**src/rtl/instr_encoder_loader_if.sv**
```systemverilog
// Instruction-in / memory-write-out bus for the program loader.
// The loader sits on the slave side: it takes symbolic ops in and drives
// the instruction-memory write port out.
interface instr_encoder_loader_if #(
  parameter int ADDR_W = 8
);
  logic              op_valid;
  logic              op_ready;
  logic [4:0]        op_mnem;
  logic [3:0]        op_rd;
  logic [3:0]        op_rs1;
  logic [3:0]        op_rs2;
  logic [31:0]       op_imm;
  logic              imem_we;
  logic [ADDR_W-1:0] imem_addr;
  logic [31:0]       imem_wdata;

  modport master (
    output op_valid, op_mnem, op_rd, op_rs1, op_rs2, op_imm,
    input  op_ready, imem_we, imem_addr, imem_wdata
  );

  modport slave (
    input  op_valid, op_mnem, op_rd, op_rs1, op_rs2, op_imm,
    output op_ready, imem_we, imem_addr, imem_wdata
  );
endinterface

```
**src/rtl/instr_encoder_loader.sv**
```systemverilog
// Boot/test program loader: encodes symbolic instructions into 32-bit ISA
// words and writes them to consecutive instruction-memory addresses.
// Flow per op: IDLE (handshake) -> CHECK (decode, range check) -> WRITE.
// DEPTH must not exceed 2**ADDR_W.
module instr_encoder_loader #(
  parameter int ADDR_W = 8,
  parameter int DEPTH  = 256
) (
  input  logic                 clk,
  input  logic                 rst,
  input  logic                 clr,
  instr_encoder_loader_if.slave bus,
  output logic [ADDR_W:0]      instr_count,
  output logic                 full,
  output logic                 err,
  output logic [1:0]           err_code
);

  localparam logic [ADDR_W:0] DEPTH_C = DEPTH[ADDR_W:0];

  typedef enum logic [1:0] {IDLE, CHECK, WRITE} state_t;
  typedef enum logic [1:0] {FMT_R, FMT_I, FMT_J} fmt_t;
  typedef enum logic [1:0] {IMM_NONE, IMM_S18, IMM_U18, IMM_U26} imm_t;

  state_t state, next_state;

  // Captured op fields (held through CHECK)
  logic [4:0]  mnem_q;
  logic [3:0]  rd_q, rs1_q, rs2_q;
  logic [31:0] imm_q;

  // Decode results
  logic [5:0]  opc;
  fmt_t        fmt;
  imm_t        imm_kind;
  logic        legal, imm_ok, zero_rs1, zero_rs2;
  logic [3:0]  rs1_eff, rs2_eff;
  logic [31:0] word;
  logic        accept;

  assign full   = (instr_count == DEPTH_C);
  assign accept = bus.op_valid && bus.op_ready;

  // Mnemonic -> opcode, word format and immediate class
  always_comb begin
    opc      = 6'b000000;
    fmt      = FMT_R;
    imm_kind = IMM_NONE;
    legal    = 1'b1;
    zero_rs1 = 1'b0;
    zero_rs2 = 1'b0;
    case (mnem_q)
      5'd0:  opc = 6'b000001;                                         // ADD
      5'd1:  begin opc = 6'b001001; fmt = FMT_I; imm_kind = IMM_S18; end // ADDI
      5'd2:  opc = 6'b000010;                                         // SUB
      5'd3:  begin opc = 6'b001010; fmt = FMT_I; imm_kind = IMM_S18; end // SUBI
      5'd4:  opc = 6'b000011;                                         // MUL
      5'd5:  begin opc = 6'b001011; fmt = FMT_I; imm_kind = IMM_S18; end // MULI
      5'd6:  begin opc = 6'b000100; zero_rs2 = 1'b1; end              // MOV
      5'd7:  begin opc = 6'b001100; fmt = FMT_I; imm_kind = IMM_S18; zero_rs1 = 1'b1; end // MOVI
      5'd8:  opc = 6'b010001;                                         // AND
      5'd9:  begin opc = 6'b011001; fmt = FMT_I; imm_kind = IMM_U18; end // ANDI
      5'd10: opc = 6'b010010;                                         // OR
      5'd11: begin opc = 6'b011010; fmt = FMT_I; imm_kind = IMM_U18; end // ORI
      5'd12: opc = 6'b010011;                                         // XOR
      5'd13: begin opc = 6'b010100; zero_rs2 = 1'b1; end              // NOT
      5'd14: begin opc = 6'b101001; fmt = FMT_I; imm_kind = IMM_U18; end // LDR
      5'd15: begin opc = 6'b101010; fmt = FMT_I; imm_kind = IMM_U18; end // LDA
      5'd16: begin opc = 6'b101011; fmt = FMT_I; imm_kind = IMM_U18; end // STR
      5'd17: begin opc = 6'b111000; fmt = FMT_J; imm_kind = IMM_U26; end // JMP
      5'd18: begin opc = 6'b111001; fmt = FMT_J; imm_kind = IMM_U26; end // JEQ
      5'd19: begin opc = 6'b111010; fmt = FMT_J; imm_kind = IMM_U26; end // JNEQ
      5'd20: begin opc = 6'b111011; fmt = FMT_J; imm_kind = IMM_U26; end // JGT
      5'd21: begin opc = 6'b111100; fmt = FMT_J; imm_kind = IMM_U26; end // JGE
      5'd22: begin opc = 6'b111101; fmt = FMT_J; imm_kind = IMM_U26; end // JLT
      default: legal = 1'b0;
    endcase
  end

  // Immediate range check: signed fits when the upper bits are a pure sign
  // extension of bit 17; unsigned fits when the upper bits are all zero.
  always_comb begin
    imm_ok = 1'b1;
    case (imm_kind)
      IMM_S18: imm_ok = (imm_q[31:17] == '0) || (imm_q[31:17] == '1);
      IMM_U18: imm_ok = (imm_q[31:18] == '0);
      IMM_U26: imm_ok = (imm_q[31:26] == '0);
      default: imm_ok = 1'b1;
    endcase
  end

  // Word packing; fields a format does not use are forced to zero
  always_comb begin
    rs1_eff = zero_rs1 ? 4'd0 : rs1_q;
    rs2_eff = zero_rs2 ? 4'd0 : rs2_q;
    word    = 32'd0;
    case (fmt)
      FMT_R:   word = {opc, rd_q, rs1_eff, rs2_eff, 14'd0};
      FMT_I:   word = {opc, rd_q, rs1_eff, imm_q[17:0]};
      FMT_J:   word = {opc, imm_q[25:0]};
      default: word = 32'd0;
    endcase
  end

  // State register
  always_ff @(posedge clk) begin
    if (rst) state <= IDLE;
    else     state <= next_state;
  end

  // Next state and handshake/strobe outputs; clr and rst mask both strobes
  // in the cycle they are asserted.
  always_comb begin
    next_state   = state;
    bus.op_ready = (state == IDLE) && !full && !clr && !rst;
    bus.imem_we  = (state == WRITE) && !clr && !rst;
    case (state)
      IDLE:    if (accept) next_state = CHECK;
      CHECK:   next_state = (legal && imm_ok) ? WRITE : IDLE;
      WRITE:   next_state = IDLE;
      default: next_state = IDLE;
    endcase
    if (clr) next_state = IDLE;
  end

  // Field capture, error reporting, write port registers and word counter.
  // Address/data are loaded on the CHECK->WRITE edge and then held.
  always_ff @(posedge clk) begin
    if (rst) begin
      mnem_q         <= '0;
      rd_q           <= '0;
      rs1_q          <= '0;
      rs2_q          <= '0;
      imm_q          <= '0;
      err            <= 1'b0;
      err_code       <= 2'b00;
      instr_count    <= '0;
      bus.imem_addr  <= '0;
      bus.imem_wdata <= '0;
    end else begin
      err <= 1'b0;
      if (accept) begin
        mnem_q <= bus.op_mnem;
        rd_q   <= bus.op_rd;
        rs1_q  <= bus.op_rs1;
        rs2_q  <= bus.op_rs2;
        imm_q  <= bus.op_imm;
      end
      if (clr) begin
        instr_count <= '0;
      end else begin
        if (state == CHECK) begin
          if (!legal) begin
            err      <= 1'b1;
            err_code <= 2'b01;
          end else if (!imm_ok) begin
            err      <= 1'b1;
            err_code <= 2'b10;
          end else begin
            err_code       <= 2'b00;
            bus.imem_addr  <= instr_count[ADDR_W-1:0];
            bus.imem_wdata <= word;
          end
        end
        if (state == WRITE) instr_count <= instr_count + 1'b1;
      end
    end
  end

endmodule

```
**src/flat_wrapper.sv**
```systemverilog
// flat-port wrapper written by rule: the top's interface ports become plain ports
module instr_encoder_loader_flat 
#(
  parameter int ADDR_W = 8,
  parameter int DEPTH  = 256
)
  (clk, rst, clr, instr_count, full, err, err_code, bus_op_valid, bus_op_mnem, bus_op_rd, bus_op_rs1, bus_op_rs2, bus_op_imm, bus_op_ready, bus_imem_we, bus_imem_addr, bus_imem_wdata);
  instr_encoder_loader_if #(.ADDR_W(ADDR_W)) bus_i ();
  input  logic clk;
  input  logic rst;
  input  logic clr;
  output logic [ADDR_W:0] instr_count;
  output logic full;
  output logic err;
  output logic [1:0] err_code;
  input wire logic [$bits(bus_i.op_valid)-1:0] bus_op_valid;
  input wire logic [$bits(bus_i.op_mnem)-1:0] bus_op_mnem;
  input wire logic [$bits(bus_i.op_rd)-1:0] bus_op_rd;
  input wire logic [$bits(bus_i.op_rs1)-1:0] bus_op_rs1;
  input wire logic [$bits(bus_i.op_rs2)-1:0] bus_op_rs2;
  input wire logic [$bits(bus_i.op_imm)-1:0] bus_op_imm;
  output wire logic [$bits(bus_i.op_ready)-1:0] bus_op_ready;
  output wire logic [$bits(bus_i.imem_we)-1:0] bus_imem_we;
  output wire logic [$bits(bus_i.imem_addr)-1:0] bus_imem_addr;
  output wire logic [$bits(bus_i.imem_wdata)-1:0] bus_imem_wdata;
  assign bus_i.op_valid = bus_op_valid;
  assign bus_i.op_mnem = bus_op_mnem;
  assign bus_i.op_rd = bus_op_rd;
  assign bus_i.op_rs1 = bus_op_rs1;
  assign bus_i.op_rs2 = bus_op_rs2;
  assign bus_i.op_imm = bus_op_imm;
  assign bus_op_ready = bus_i.op_ready;
  assign bus_imem_we = bus_i.imem_we;
  assign bus_imem_addr = bus_i.imem_addr;
  assign bus_imem_wdata = bus_i.imem_wdata;
  instr_encoder_loader #(.ADDR_W(ADDR_W), .DEPTH(DEPTH)) u_core (.clk(clk), .rst(rst), .clr(clr), .bus(bus_i), .instr_count(instr_count), .full(full), .err(err), .err_code(err_code));
endmodule
```
**config.mk**
```make
export PLATFORM = sky130hd
export DESIGN_NAME = instr_encoder_loader_flat
export DESIGN_NICKNAME = d
export VERILOG_FILES = /design/src/rtl/instr_encoder_loader_if.sv /design/src/rtl/instr_encoder_loader.sv /design/src/flat_wrapper.sv
export SDC_FILE = /design/constraint.sdc
export NUM_CORES = 1
export LEC_CHECK = 0
export BUFFER_PORTS_ARGS = -buffer_cell sky130_fd_sc_hd__buf_2
export CAP_MARGIN = 20
export CORE_MARGIN = 3
export CORE_UTILIZATION = 50
export DETAILED_ROUTE_END_ITERATION = 10
export PLACE_DENSITY_LB_ADDON = 0.1
export SKIP_CTS_REPAIR_TIMING = 1
export SYNTH_ARGS = -nofsm -noshare
export SYNTH_HDL_FRONTEND = slang
export SYNTH_SLANG_ARGS = --single-unit
export TNS_END_PERCENT = 30
```
**constraint.sdc**
```tcl
create_clock -name clk -period 6.09 [get_ports clk]
set_clock_uncertainty 0.15 [all_clocks]
set_input_delay 1.5225 -clock clk [delete_from_list [all_inputs] [get_ports clk]]
set_output_delay 1.5225 -clock clk [all_outputs]
set_load 0.01 [all_outputs]
```
# After elaboration in Yosys (flattened, before gate mapping)
# Index checks and enable logic that the tools add are counted.
# classes
n_eq_ne	32
muxes	17
bitwise_logic	2
add_sub_neg	1
n_reduce_logical	27
# op_table
op	n
$pmux W6 S23	1
$pmux W32 S3	1
$eq A5 B4 Y1 const B	8
$eq A5 B5 Y1 const B	7
$reduce_or A23 Y1	1
$eq A5 B3 Y1 const B	4
$eq A15 B15 Y1 const B	1
$logic_not A15 Y1	1
$logic_not A14 Y1	1
$eq A5 B2 Y1 const B	2
$add A9 B1 Y9 const B	1
$eq A9 B9 Y1 const B	1
$reduce_or A9 Y1	1
$eq A2 B2 Y1 const B	4
$mux W2	4
$mux W4	2
$pmux W2 S2	2
$logic_and A1 B1 Y1	7
$eq A2 B1 Y1 const B	3
$logic_not A6 Y1	1
$pmux W2 S3	1
$reduce_or A6 Y1	1
$eq A5 B1 Y1 const B	1
$logic_not A5 Y1	1
other kinds (13)	22
# word_totals
out_inout_bits	55
in_bits	53
wordCells	90
reg_bits	103

# Logic depth before layout (Yosys ltp)
# depth
depth_word	8
depth_mapped	10
depth_no_buf	9

# Least setup slack after synthesis
# OpenSTA, ideal clock, no wires.
# synth_timing
path_type	input-to-output
start	input clr
end	output bus_op_ready
setup_slack_ns	2.182
t_required_ns	4.418
cell_stages	2
path_buffers	0
t_arrival_ns	2.236
cell_sequence	or2_2 nor4_1
# synth_between
elab_chain_cells	3
# synth_lines
item	line	text
start: declaration	flat_wrapper.sv:11	input logic clr;
$logic_not A1 Y1	instr_encoder_loader.sv:115	bus.op_ready = (state == IDLE) && !full && !clr && !rst;
$logic_and A1 B1 Y1 (2 in a row)	instr_encoder_loader.sv:115	
end: declaration	flat_wrapper.sv:22	output wire logic [$bits(bus_i.op_ready)-1:0] bus_op_ready;
# No other way between the ends.

# Worst setup path in the final report
# Ends and elaborated chain as after synthesis.

==> flow_metrics.tcl <==
set metrics [dict create \
    slew_violations 0 \
    crit_fanout 11 \
    netlist.area_leader.share 0.4946 \
    hold_path.class "register to register" \
    min_from "u_core.rs2_q[3]" \
    syn_avg_cell_area_um2 8.456 \
    first_global_vias 3483 \
    cts_tree "built" \
    worstSetupPathType "input pin to primary output" \
    dieArea_um2 9469 \
    final_common_cell "nand2_1" \
    relSlewSlack 0.3689 \
    outcome "completed" \
    crit_chain "buf_2 > or2_2 > nor4_1 > buf_2" \
    yosysTopAreaCell "dfxtp_1" \
    period_share 0.6907 \
    cts.sinks 103 \
    syn_inst 493 \
    final_cell_mix "nand2_1 (111), buf_2 (107), dfxtp_1 (103)" \
    timing.fmax_ghz 0.2377 \
    dp.final_hpwl_um 6803 \
    p_leak_uw 0.001920 \
    first_pass_iters 5 \
    synth_edf_count 0 \
    die_x_um 97.31 \
    yosysUniqueCellTypes 47 \
    synthTopCellsByArea "dfxtp_1 (49%), a21oi_1 (10%), nand2_1 (10%)" \
    synthArstFlopShare 0 \
    wire_per_inst_um 14.82 \
    finalWorstSetupSlack_ps 1883 \
    clk-insertion-delay-late_ps 360 \
    floorplan.initialDensity 0.5259 \
    worst_setup_path_start_kind "input pin" \
    cp_slowest_stage_delay_ps 400 \
    fin_nets 633 \
    routed_wl_um 10150 \
    drc_errors 0 \
    numCtsBuffers 9 \
    finalSetupViolCount 0 \
    die_height_um 97.31 \
    numPortBuffers 107 \
    nFillCells 738 \
    overflow 0 \
    crit_top_cell "buf_2" \
    placeableCoreArea_um2 7928 \
    synth_ff_type "dfxtp_1" \
    ant_nets 0 \
    crit_arrival_ps 2530 \
    critPathSlowestCell "or2_2" \
    vias_per_cell 5.428 \
    antenna_found_initial 0 \
    rsz0062_at_grt "false" \
    area_delta_synth_final_pct 17.41 \
    ys_ff_latch 103 \
    diodes 0 \
    ios 108 \
    drive_above_1_share 0.2367 \
    min_period_ps 4207 \
    tightestPinTransition_ps 946.6 \
    reg2reg_slack_ps 2800 \
    ys_seq_area_frac 0.4946 \
    dpl_worst_slack_ps 1869 \
    cp-end-kind "primary output" \
    grt_max_degree 85 \
    synth.net_count 548 \
    timing.rr.start "u_core.mnem_q[4]" \
    ys_warn_count 0 \
    root_buffer "clkbuf_8" \
    place_congestion 0.7940 \
    grt_usage 0.2124 \
    total_power_uw 1242 \
    h-tree-depth 3 \
    via_count 3718 \
    startpoint "clr" \
    peakVddDrop_mv 0.1546 \
    cts_buffer_depth 2 \
    row_count 32 \
    grt_pass1_wl_um 16880 \
    hold_viol_final 0 \
    fin_tns_setup_ps 0 \
    worst_setup_hold_path_clk_slew_ps 100 \
    syn-cell-area_um2 4169 \
    cp.required_ps 4420 \
    maxCapViolations 0 \
    first_iter_violations 217 \
    powerDensity_nw_per_um2 253.8 \
]
-- state kept, by name, summed over array words and instances, names as in the netlist --
name                   count
u_core.rs2_q               4
u_core.mnem_q              5
u_core.imm_q              32
u_core.err                 1
u_core.err_code            2
u_core.bus.imem_wdata     32
u_core.rs1_q               4
u_core.instr_count         9
u_core.bus.imem_addr       8
u_core.rd_q                4
u_core.state               2
-- area by class of cell --
class / count / area (um^2) / area share
timing repair buffer: 111 / 565.5 / 0.1155
multi-input combinational: 349 / 1917 / 0.3916
inverter: 4 / 15.01 / 0.003067
clock buffer: 9 / 123.9 / 0.02531
tap: 102 / 127.6 / 0.02607
clock inverter: 7 / 83.83 / 0.01713
sequential: 103 / 2062 / 0.4213
-- through the flow --
stage	cells	cell area, um^2	hold WS, ps	utilization
2_1_floorplan	493	4169	285.7	-
3_3_place_gp	669	4687	291.5	0.5912
3_5_place_dp	669	4687	297.0	0.5912
4_1_cts	685	4895	312.2	0.6174
5_1_grt	685	4895	334.9	0.6174
6_report	685	4895	308.9	0.6174
-- critical path: cells and delay by family --
kind / cells / cell delay (ps)
AND/OR/NAND/NOR: 2 / 690
buffers and inverters: 2 / 320
-- cells by family (layout without fill, tap and decap cells) --
| group | Yosys count | count (layout) | share of synthesized area |
|---|---|---|---|
| AO/OA/AOI/OAI | 148 | 148 | 0.2167 |
| XOR/XNOR | 6 | 6 | 0.01260 |
| adder cells (fa/ha/maj) | 2 | 2 | 0.006001 |
| buffers and inverters | 41 | 131 | 0.04712 |
| flip-flops | 103 | 103 | 0.4946 |
| multiplexers | 8 | 8 | 0.01921 |
| AND/OR/NAND/NOR | 185 | 185 | 0.2038 |
-- path summary, 6_finish.rpt --
path	endpoint	cells after the start
worst max-delay path	bus_op_ready	4
worst min-delay path	u_core.rs2_q[3]	2
worst max register to register	u_core.bus.imem_wdata[7]	6
worst min register to register	u_core.rs2_q[3]	2
-- synthesized netlist by cell type (4+ instances only) --
master / instances
nand2_1: 111
dfxtp_1: 103
a21oi_1: 84
clkbuf_1: 26
nor2_1: 19
a211oi_1: 15
a22o_1: 13
o21ai_1: 11
nand3_1: 9
a22oi_1: 8
mux2i_1: 8
nand4_1: 7
nor3_1: 7
o21ai_0: 6
nand2b_1: 5
nor4_1: 5
xor2_1: 5
buf_2: 4
buf_4: 4
nor2b_1: 4
-- routing by layer --
| metal | up-vias | wire (um) | global-route usage |
|---|---|---|---|
| li1 | 1893 | - | - |
| met1 | 1725 | 4439 | 0.2749 |
| met2 | 93 | 5024 | 0.3636 |
| met3 | 7 | 617 | 0.04092 |
| met4 | 0 | 68 | 0.05644 |
| met5 | - | 0 | 0 |
-- power breakdown --
group | internal, uW | switching (uW) | total, uW
Clock | 199 | 250 | 449
Sequential | 688 | 12.9 | 701
Combinational | 35.2 | 57.7 | 93.0
Total | 922 | 320 | 1240
Power figures use the tool's default switching activity.
